$ cat src/rtl/hx8357_pkg.sv
// Shared types for the HX8357 sequencer and bus writer: writer states, DCX encodings, bus word.
// Pure declarations, no timing; the phase_load helper turns a phase length into a counter preload.
package hx8357_pkg;

   typedef enum logic [2:0] {
      IDLE    = 3'd0,
      SETUP   = 3'd1,
      WR_LOW  = 3'd2,
      WR_HIGH = 3'd3,
      HOLD    = 3'd4,
      DONE    = 3'd5
   } wr_state_t;

   localparam logic DCX_CMD  = 1'b0;
   localparam logic DCX_DATA = 1'b1;

   typedef logic [15:0] bus_word_t;

   // Down-counter preload: a phase of N clocks starts at N-1 and exits on zero.
   function automatic logic [7:0] phase_load(input int n);
      return 8'(n - 1);
   endfunction

endpackage

$ cat src/rtl/hx8357_bus_writer.sv
// One 8080-style write per cmd/data strobe; cmpl S+L+H+Hd+1 clocks after the accepting edge.
// Strobes are accepted only in IDLE or DONE; any other strobe is dropped and flags protocol_err.
module hx8357_bus_writer
   import hx8357_pkg::*;
#(
   parameter int CS_SETUP_CYCLES = 1,
   parameter int WR_LOW_CYCLES   = 2,
   parameter int WR_HIGH_CYCLES  = 2,
   parameter int CS_HOLD_CYCLES  = 1
) (
   input  logic      clk,
   input  logic      nres,
   input  bus_word_t data_lines,
   input  logic      cmd,
   input  logic      data,
   output logic      transmission_cmpl,
   output logic      busy,
   output logic      protocol_err,
   output logic      lcd_csx,
   output logic      lcd_dcx,
   output logic      lcd_wrx,
   output logic      lcd_rdx,
   output bus_word_t lcd_d
);

   if (CS_SETUP_CYCLES < 1 || CS_SETUP_CYCLES > 255 ||
       WR_LOW_CYCLES   < 1 || WR_LOW_CYCLES   > 255 ||
       WR_HIGH_CYCLES  < 1 || WR_HIGH_CYCLES  > 255 ||
       CS_HOLD_CYCLES  < 1 || CS_HOLD_CYCLES  > 255) begin : g_bad_param
      $error("hx8357_bus_writer: every phase length must be within 1..255");
   end

   wr_state_t  r_state;
   logic [7:0] r_cnt;
   logic       r_csx;
   logic       r_dcx;
   logic       r_wrx;
   bus_word_t  r_d;
   logic       r_cmpl;
   logic       r_busy;
   logic       r_err;

   wr_state_t  w_next_state;
   logic [7:0] w_next_cnt;
   logic       w_strobe;
   logic       w_accept;
   logic       w_err_set;
   logic       w_cnt_zero;

   always_comb begin
      w_strobe     = cmd | data;
      w_accept     = w_strobe && (r_state == IDLE || r_state == DONE);
      w_err_set    = (w_strobe && !w_accept) || (cmd && data);
      w_cnt_zero   = (r_cnt == 8'd0);
      w_next_state = r_state;
      w_next_cnt   = r_cnt;
      case (r_state)
         IDLE, DONE: begin
            if (w_accept) begin
               w_next_state = SETUP;
               w_next_cnt   = phase_load(CS_SETUP_CYCLES);
            end else begin
               w_next_state = IDLE;
               w_next_cnt   = 8'd0;
            end
         end
         SETUP: begin
            if (w_cnt_zero) begin
               w_next_state = WR_LOW;
               w_next_cnt   = phase_load(WR_LOW_CYCLES);
            end else begin
               w_next_cnt = r_cnt - 8'd1;
            end
         end
         WR_LOW: begin
            if (w_cnt_zero) begin
               w_next_state = WR_HIGH;
               w_next_cnt   = phase_load(WR_HIGH_CYCLES);
            end else begin
               w_next_cnt = r_cnt - 8'd1;
            end
         end
         WR_HIGH: begin
            if (w_cnt_zero) begin
               w_next_state = HOLD;
               w_next_cnt   = phase_load(CS_HOLD_CYCLES);
            end else begin
               w_next_cnt = r_cnt - 8'd1;
            end
         end
         HOLD: begin
            if (w_cnt_zero) begin
               w_next_state = DONE;
               w_next_cnt   = 8'd0;
            end else begin
               w_next_cnt = r_cnt - 8'd1;
            end
         end
         default: begin
            w_next_state = IDLE;
            w_next_cnt   = 8'd0;
         end
      endcase
   end

   // Pin levels are decoded from the next state so every output leaves a flop.
   always_ff @(posedge clk or negedge nres) begin
      if (!nres) begin
         r_state <= IDLE;
         r_cnt   <= 8'd0;
         r_csx   <= 1'b1;
         r_dcx   <= 1'b1;
         r_wrx   <= 1'b1;
         r_d     <= '0;
         r_cmpl  <= 1'b0;
         r_busy  <= 1'b0;
         r_err   <= 1'b0;
      end else begin
         r_state <= w_next_state;
         r_cnt   <= w_next_cnt;
         r_csx   <= (w_next_state == IDLE) || (w_next_state == DONE);
         r_wrx   <= (w_next_state != WR_LOW);
         r_cmpl  <= (w_next_state == DONE);
         r_busy  <= (w_next_state != IDLE);
         if (w_accept) begin
            r_d   <= data_lines;
            r_dcx <= (data && !cmd) ? DCX_DATA : DCX_CMD;
         end
         if (w_err_set) begin
            r_err <= 1'b1;
         end
      end
   end

   assign transmission_cmpl = r_cmpl;
   assign busy              = r_busy;
   assign protocol_err      = r_err;
   assign lcd_csx           = r_csx;
   assign lcd_dcx           = r_dcx;
   assign lcd_wrx           = r_wrx;
   assign lcd_rdx           = 1'b1;
   assign lcd_d             = r_d;

endmodule

$ cat config.mk
export PLATFORM = sky130hd
export DESIGN_NAME = hx8357_bus_writer
export DESIGN_NICKNAME = d
export VERILOG_FILES = /design/src/rtl/hx8357_pkg.sv /design/src/rtl/hx8357_bus_writer.sv
export SDC_FILE = /design/constraint.sdc
export NUM_CORES = 1
export LEC_CHECK = 0
export CORE_MARGIN = 2
export CORE_UTILIZATION = 43
export CTS_CLUSTER_SIZE = 14
export DETAILED_ROUTE_END_ITERATION = 16
export GPL_ROUTABILITY_DRIVEN = 0
export GPL_TIMING_DRIVEN = 0
export PLACE_DENSITY = 0.78
export SLEW_MARGIN = 40
export SYNTH_ARGS = -nofsm -noshare
export SYNTH_HDL_FRONTEND = slang
export SYNTH_SLANG_ARGS = --single-unit
$ cat constraint.sdc
create_clock -name clk -period 3.1 [get_ports clk]
set_input_delay 0.93 -clock clk [delete_from_list [all_inputs] [get_ports clk]]
set_output_delay 0.93 -clock clk [all_outputs]
set_load 0.03 [all_outputs]
== Word level (Yosys, flattened, before mapping) ==
Index checks and enable logic that the tools add are counted.

* $add $sub $neg: 1
* Equality and inequality tests: 7
* Mux-type cells: 10
* Bitwise gates (word level): 1
* Reductions and logical operators: 16

{| class="wikitable"
|+ Operators with widths
! cell !! count
|-
| $mux 8 || 2
|-
| $pmux 8 s2 || 1
|-
| $pmux 3 s5 || 1
|-
| $mux 3 || 4
|-
| $eq 3x3->1 const B || 3
|-
| $logic_not 8->1 || 1
|-
| $sub 8x1->8 const B || 1
|-
| $eq 3x2->1 const B || 2
|-
| $logic_not 3->1 || 2
|-
| $reduce_or 2->1 || 3
|-
| $logic_and 1x1->1 || 4
|-
| $eq 3x1->1 const B || 1
|-
| $logic_or 1x1->1 || 3
|-
| $ne 3x2->1 const B || 1
|-
| $reduce_bool 3->1 || 1
|-
| $logic_not 1->1 || 2
|-
| $mux 1 || 2
|-
| $or 1x1->1 || 1
|}

* Register bits: 33

== Longest topological paths before layout ==
Gate-level depths: netlist of the first run.

* Word-level depth: 7
* Mapped depth: 6
* Gate-level depth less buffers: 6

== Worst setup path after synthesis of the first run ==
Ideal clock, no wire load.

* Path type: input port to flip-flop
* Start point: input port data
* End point: register r_d[0] (netlist: lcd_d[0])
* Arrival: 1714 ps
* Data required time: 2975 ps
* Slack: 1261 ps
* Stages on the path: 4
* Buffers on the path: 1
* Cell sequence: nor2_1 nor3_1 buf_2 mux2_2

* Word-level cells in the longest chain between the ends: 2

{| class="wikitable"
|+ Ends and longest elaborated chain
! what !! RTL line !! text
|-
| start, declared || hx8357_bus_writer.sv:15 || <nowiki>input logic data,</nowiki>
|-
| $or 1x1->1 || hx8357_bus_writer.sv:51 || <nowiki>w_strobe = cmd | data;</nowiki>
|-
| $logic_and 1x1->1 || hx8357_bus_writer.sv:52 || <nowiki>w_accept = w_strobe && (r_state == IDLE || r_state == DONE);</nowiki>
|-
| end signal, assigned || hx8357_bus_writer.sv:126 || <nowiki>r_d <= data_lines;</nowiki>
|-
| end, declared || hx8357_bus_writer.sv:38 || <nowiki>bus_word_t r_d;</nowiki>
|}

Every way passes these cells.
A chain may end at the register's enable or synchronous reset.

== Worst setup path in the final report of the first run ==
* Start point: register r_csx (netlist: lcd_csx)
* End point: output port lcd_csx

{| class="wikitable"
|+ RTL lines
! what !! RTL line !! text
|-
| start, declared || hx8357_bus_writer.sv:35 || <nowiki>logic r_csx;</nowiki>
|-
| start signal, assigned || hx8357_bus_writer.sv:121 || <nowiki>r_csx <= (w_next_state == IDLE) || (w_next_state == DONE);</nowiki>
|-
| end, declared || hx8357_bus_writer.sv:19 || <nowiki>output logic lcd_csx,</nowiki>
|}

No word-level cell between the ends.

==> out/metrics.cfg, run 1 <==
[cells_and_area]
area.growth.synth_to_final_pct=38.59
layout_common_cells=clkdlybuf4s50_1 (40), dfrtp_1 (30), mux2_2 (16)
nets=188
final_common_cell=clkdlybuf4s50_1
fin_cells=214
diodes=0
largest_register_ffs=16
n_fill_cell=286
layout-drive-gt1-share=0.2440

[clock_tree]
cts.sinks=33
post_cts_buffers=0
clk_latency_ps=350
cts_tree=done
cts_root_buf=clkbuf_4
cts_repair_resize_count=0
clk_pin_slew_worst_paths_ps=110
hold_buffers=0
cts_buffers=5
htree_num_levels=2
clk_path_buf_depth=2

[floorplanning]
die_area_um2=3859
fp.dieH_um=62.12
initial_core_util=0.4423
die_w_um=62.12
ios=43
core_um2=3284
rows=21

[global_route]
grt_pass1_vias=1152
grt_max_degree=19
overflow=0
antenna_found_initial=0
grt_pass1_wl_um=5326
grt_usage=0.1793

[worst_setup_path]
cp_cell_sequence=clkdlybuf4s50_1
crit_path_end_kind=output pin
cpPeakStageDelay_ps=670
cp_max_fo=1
worstPathArrival_ps=1550
slowest_stage=clkdlybuf4s50_1
reg2reg_from=r_cnt[0]$_DFF_PN0_
critPathBufInv=1
crit_required_ps=2170
critical_path_class=reg2out
critPathTopFamily=buffers and inverters
startpoint_type=flip-flop
crit_start=lcd_csx$_DFF_PN1_

[detailed_routing]
vias=1074
wl_met2_um=1571
wirelength_um=3006
viasPerCell=5.019
routedWlPerCell_um=14.05
drt_first_pass_iters=3
top_layer_used=met4
drcViolationCount=0
wl_met1_um=1175
postRouteAntennaNets=0
drtIter0Drc=20
route.met3.wl_um=200

[logic_synthesis]
avgSynthCellArea_um2=12.31
synth_area_um2=1453
synth_nets=139
ys_ff_latch=33
ys_warn_count=0
seq_area_frac_synth=0.5711
yosysUniqueCellTypes=34
syn-instance-count=118

[timing]
max_freq_ghz=0.4026
finalHoldViolCount=0
tightest_slew_ps=570.2
setup_violations=0
slew_headroom=0.6169
drv_slew=0
skew_ps=14.70
rsz0062_at_grt=false
period_minus_slack_ps=2484
finalSetupTns_ps=0
fin_crit_sh=0.8012

[job]
maxCapViolations=0

[pwr]
finalPower_mw=2.272
ir_worst_vdd_v=0.0007711
power_density_nw_per_um2=1129
power_leakage_nw=0.8641

[placed_design]
dpl.hpwl_um=2258
placedCellCount=206
place.port_buffers=41

[status]
status=completed

[min_path]
hp-class=in2async

-- cell type report --
type / count / area [um^2] / area share
Clock inverter: 1 / 5.005 / 0.002486
Buffer: 6 / 32.53 / 0.01616
Multi-Input combinational cell: 75 / 575.6 / 0.2859
Timing Repair Buffer: 42 / 432.9 / 0.2150
Tap cell: 46 / 57.56 / 0.02859
Clock buffer: 7 / 65.06 / 0.03232
Sequential cell: 33 / 829.5 / 0.4121
Inverter: 4 / 15.01 / 0.007458
-- stage by stage --
step / setup slack (ps) / instance area (um^2) / hold WS (ps) / util
after global routing: 549.6 / 2013 / 501.2 / 0.6130
final: 616.3 / 2013 / 505.3 / 0.6130
after CTS: 592.0 / 2013 / 494.4 / 0.6130
after floorplan: 1261 / 1453 / 524.8 / -
after detailed placement: 485.9 / 1943 / 477.8 / 0.5916
after global placement: 491.2 / 1921 / 467.0 / 0.5848
-- cell usage after synthesis --
cell type   n  share of area
mux2_2     16           0.12
a211oi_1    1         0.0052
o21ai_0     1         0.0034
a21oi_1     6          0.021
nand3_1     1         0.0034
ha_1        1         0.0086
nor3b_1     1         0.0052
a21o_1      1         0.0052
or3b_2      1         0.0060
nor2_2      1         0.0043
buf_4       1         0.0052
nand4_1     1         0.0043
nor2b_1     1         0.0043
nand2_2     1         0.0043
inv_1       4          0.010
nor4b_4     1          0.016
dfstp_2     3          0.054
nand2b_1    2         0.0086
buf_2       5          0.017
nor3_1      5          0.017
a311o_1     1         0.0069
conb_1      1         0.0026
o31ai_1     2          0.010
and3b_1     1         0.0060
o21ai_1     1         0.0034
dfrtp_1    30           0.52
mux2i_1     3          0.021
o21bai_1    1         0.0052
or4_4       1         0.0078
nand2_1     4          0.010
xnor2_1     4          0.024
xor2_1      2          0.012
nor4_4      1          0.015
nor2_1     12          0.031
-- power by group --
part           total (mW)  internal [mW]  switching, mW
clock network       0.279          0.131          0.148
registers           0.759          0.634          0.125
logic                1.23          0.572          0.662
-- cell families after synthesis --
group                      after synthesis  synth area share
other                                    1          0.002582
xor gates and xnor gates                 6           0.03618
DFF                                     33            0.5711
buffers and inverters                   10           0.03273
AOI/OAI and AO/OA                       14           0.06029
adders and majority gates                1          0.008612
and+or+nand+nor                         34            0.1438
muxes                                   19            0.1447
-- path summary, 6_finish.rpt --
path | to | slack (ps) | cells past startpoint
min reg2reg | protocol_err$_DFFE_PN0P_ | 510 | 1
max in group asynchronous | lcd_csx$_DFF_PN1_ | 2100 | 2
min | r_state[2]$_DFF_PN0_ | 510 | 1
min in group clk | protocol_err$_DFFE_PN0P_ | 510 | 1
max reg2reg | r_state[0]$_DFF_PN0_ | 1320 | 5
max | lcd_csx | 620 | 1
-- routing by layer --
metal,vias to the layer above,track usage
met3,6,0.07246
met2,27,0.3098
met4,0,0.08333
met5,-,0
met1,538,0.1916
li1,503,-
No activity file was read; power rests on OpenSTA's default activity.
==> run 2, diff against run 1 <==
==> constraint.sdc (replaced) <==
create_clock -name clk -period 2.55 [get_ports clk]
set_input_delay 0.765 -clock clk [delete_from_list [all_inputs] [get_ports clk]]
set_output_delay 0.765 -clock clk [all_outputs]
set_load 0.03 [all_outputs]
==> results of run 2 <==
Same layout as run 1 (identical final DEF). Status: completed.
Main changes from that run: setup slack after placement 485.9 ps -> 100.9 ps; setup slack after layout 616.3 ps -> 231.3 ps; hold slack 505.3 ps -> 340.3 ps; register-to-register setup slack 1320 ps -> 770 ps; total power 2.272 mW -> 2.762 mW; worst IR drop on VDD 0.0007711 V -> 0.0009374 V
==> patch, RTL diff (config.mk and constraints of run 2) <==
Remove the register `r_cmpl`: a continuous assignment takes its place, so the output `transmission_cmpl` follows one clock earlier.
--- a/src/rtl/hx8357_bus_writer.sv
+++ b/src/rtl/hx8357_bus_writer.sv
@@ -112,7 +112,6 @@
          r_dcx   <= 1'b1;
          r_wrx   <= 1'b1;
          r_d     <= '0;
-         r_cmpl  <= 1'b0;
          r_busy  <= 1'b0;
          r_err   <= 1'b0;
       end else begin
@@ -120,7 +119,6 @@
          r_cnt   <= w_next_cnt;
          r_csx   <= (w_next_state == IDLE) || (w_next_state == DONE);
          r_wrx   <= (w_next_state != WR_LOW);
-         r_cmpl  <= (w_next_state == DONE);
          r_busy  <= (w_next_state != IDLE);
          if (w_accept) begin
             r_d   <= data_lines;
@@ -131,6 +129,8 @@
          end
       end
    end
+
+   assign r_cmpl = (w_next_state == DONE);
 
    assign transmission_cmpl = r_cmpl;
    assign busy              = r_busy;
Behaviour: not the same (a bounded check fails within 10 cycles, from zero or initial values).
==> patch against run 2 <==
Wire length shrank 3.7%. Final area fell by 2.2%. Critical path depth grew 5. Power decreased by 1.1%. Non-clock buffer count is 1 higher. Setup slack got worse by 0.11 ns. Area after synthesis shrank 1.7%. Sequential cell count shrank 1. Critical endpoint is now transmission_cmpl. Largest power group unchanged.
==> patch: results (changes against run 2) <==
The adder-cell share of the synthesized area is 0.876% (+0.015 points). The total iterations of the first detailed-routing run is 4 (+1). The clock-cell share of area was 3.11% (-0.37 points). The latest clock arrival within the worst-skew pair was 0.32 ns (-0.03 ns). The detailed-routing wirelength on met1 came out at 1.10 mm (-6.6%). The delay of the slowest cell on the worst path is 0.41 ns (-0.26 ns). The estimated wirelength of the detail-placed design is 2.18 mm (-3.4%). The worst slew margin relative to its limit came out at 54.3% (-7.4 points). The clock skew after layout came out at 0.00946 ns (-0.00524 ns).

The area of the multi-input gates came out at 583 sq um (+1.3%). The clock net sink count is 32 (-3.0%). The maximum vdd ir drop came to 699 uV (-25%). The portion of the post-synthesis area used by sequential elements came out at 56.4% (-0.75 points).

The total of cells resized after clock tree synthesis is 8 (+8). The placement-stage cell area came out at 0.00189 sq mm (-2.8%). The ratio of cells with drive above 1 in the final layout is 26.8% (+2.4 points).

In the post-synthesis netlist, the biggest area contributors are sky130_fd_sc_hd__dfrtp_1, sky130_fd_sc_hd__mux2_2, sky130_fd_sc_hd__dfstp_2. The clock network fraction of design power is 10.9% (-1.4 points). The kind of cell with the highest combined delay along the critical path is simple AND/OR/NAND/NOR gates. The number of placement rows came out at 20 (-4.8%).

The post-synth net total came to 138 (-0.72%). The slowest stage of the critical path is the sky130_fd_sc_hd__dfrtp_1 cell. The run finished with clean final reports.

The fill cell instance count of the final layout is 284 (-0.70%). The global-route wire length before repair was 4.84 mm (-9.2%). The number of cells produced by synthesis is 117 (-0.85%).

The post-layout instance area is 0.00197 sq mm (-2.2%). The routing usage on met3 came out at 9.24% (+2.0 points). The fraction of area in non-clock buffers is 22.9% (-0.25 points).

The sequential fraction of total cell area is 40.9% (-0.35 points). The xor/xnor cell area share of the yosys netlist came out at 3.68% (+0.063 points). The violation count after the first detailed-routing iteration is 46 (+130%).
## patch: cell count changes in the layout (fill, tap and decap cells not counted), sizes merged
cell and delta:
clkinv +1, clkdlybuf4s50 -1, buf +2, dfrtp -1
clkbuf -1
## patch: kinds of logic (layout without fill, tap and decap cells)
logic type / count (synthesis) / after routing
muxes: 19 / 19
xor gates and xnor gates: 6 / 6
buffers and inverters: 10 / 61
other: 1 / 1
AOI/OAI and AO/OA: 14 / 14
DFF: 32 / 32
and+or+nand+nor: 34 / 34
adders and majority gates: 1 / 1
## patch: path summary, 6_finish.rpt
path / startpoint / endpoint / slack (ns)
setup / recovery: r_cnt[0] / transmission_cmpl / 0.12
hold / removal: nres / r_state[2] / 0.47
setup reg to reg: r_state[0] / lcd_d[15] / 0.86
hold reg to reg: protocol_err / protocol_err / 0.51
max in group asynchronous: nres / r_cnt[7] / 1.63
min in group clk: protocol_err / protocol_err / 0.51
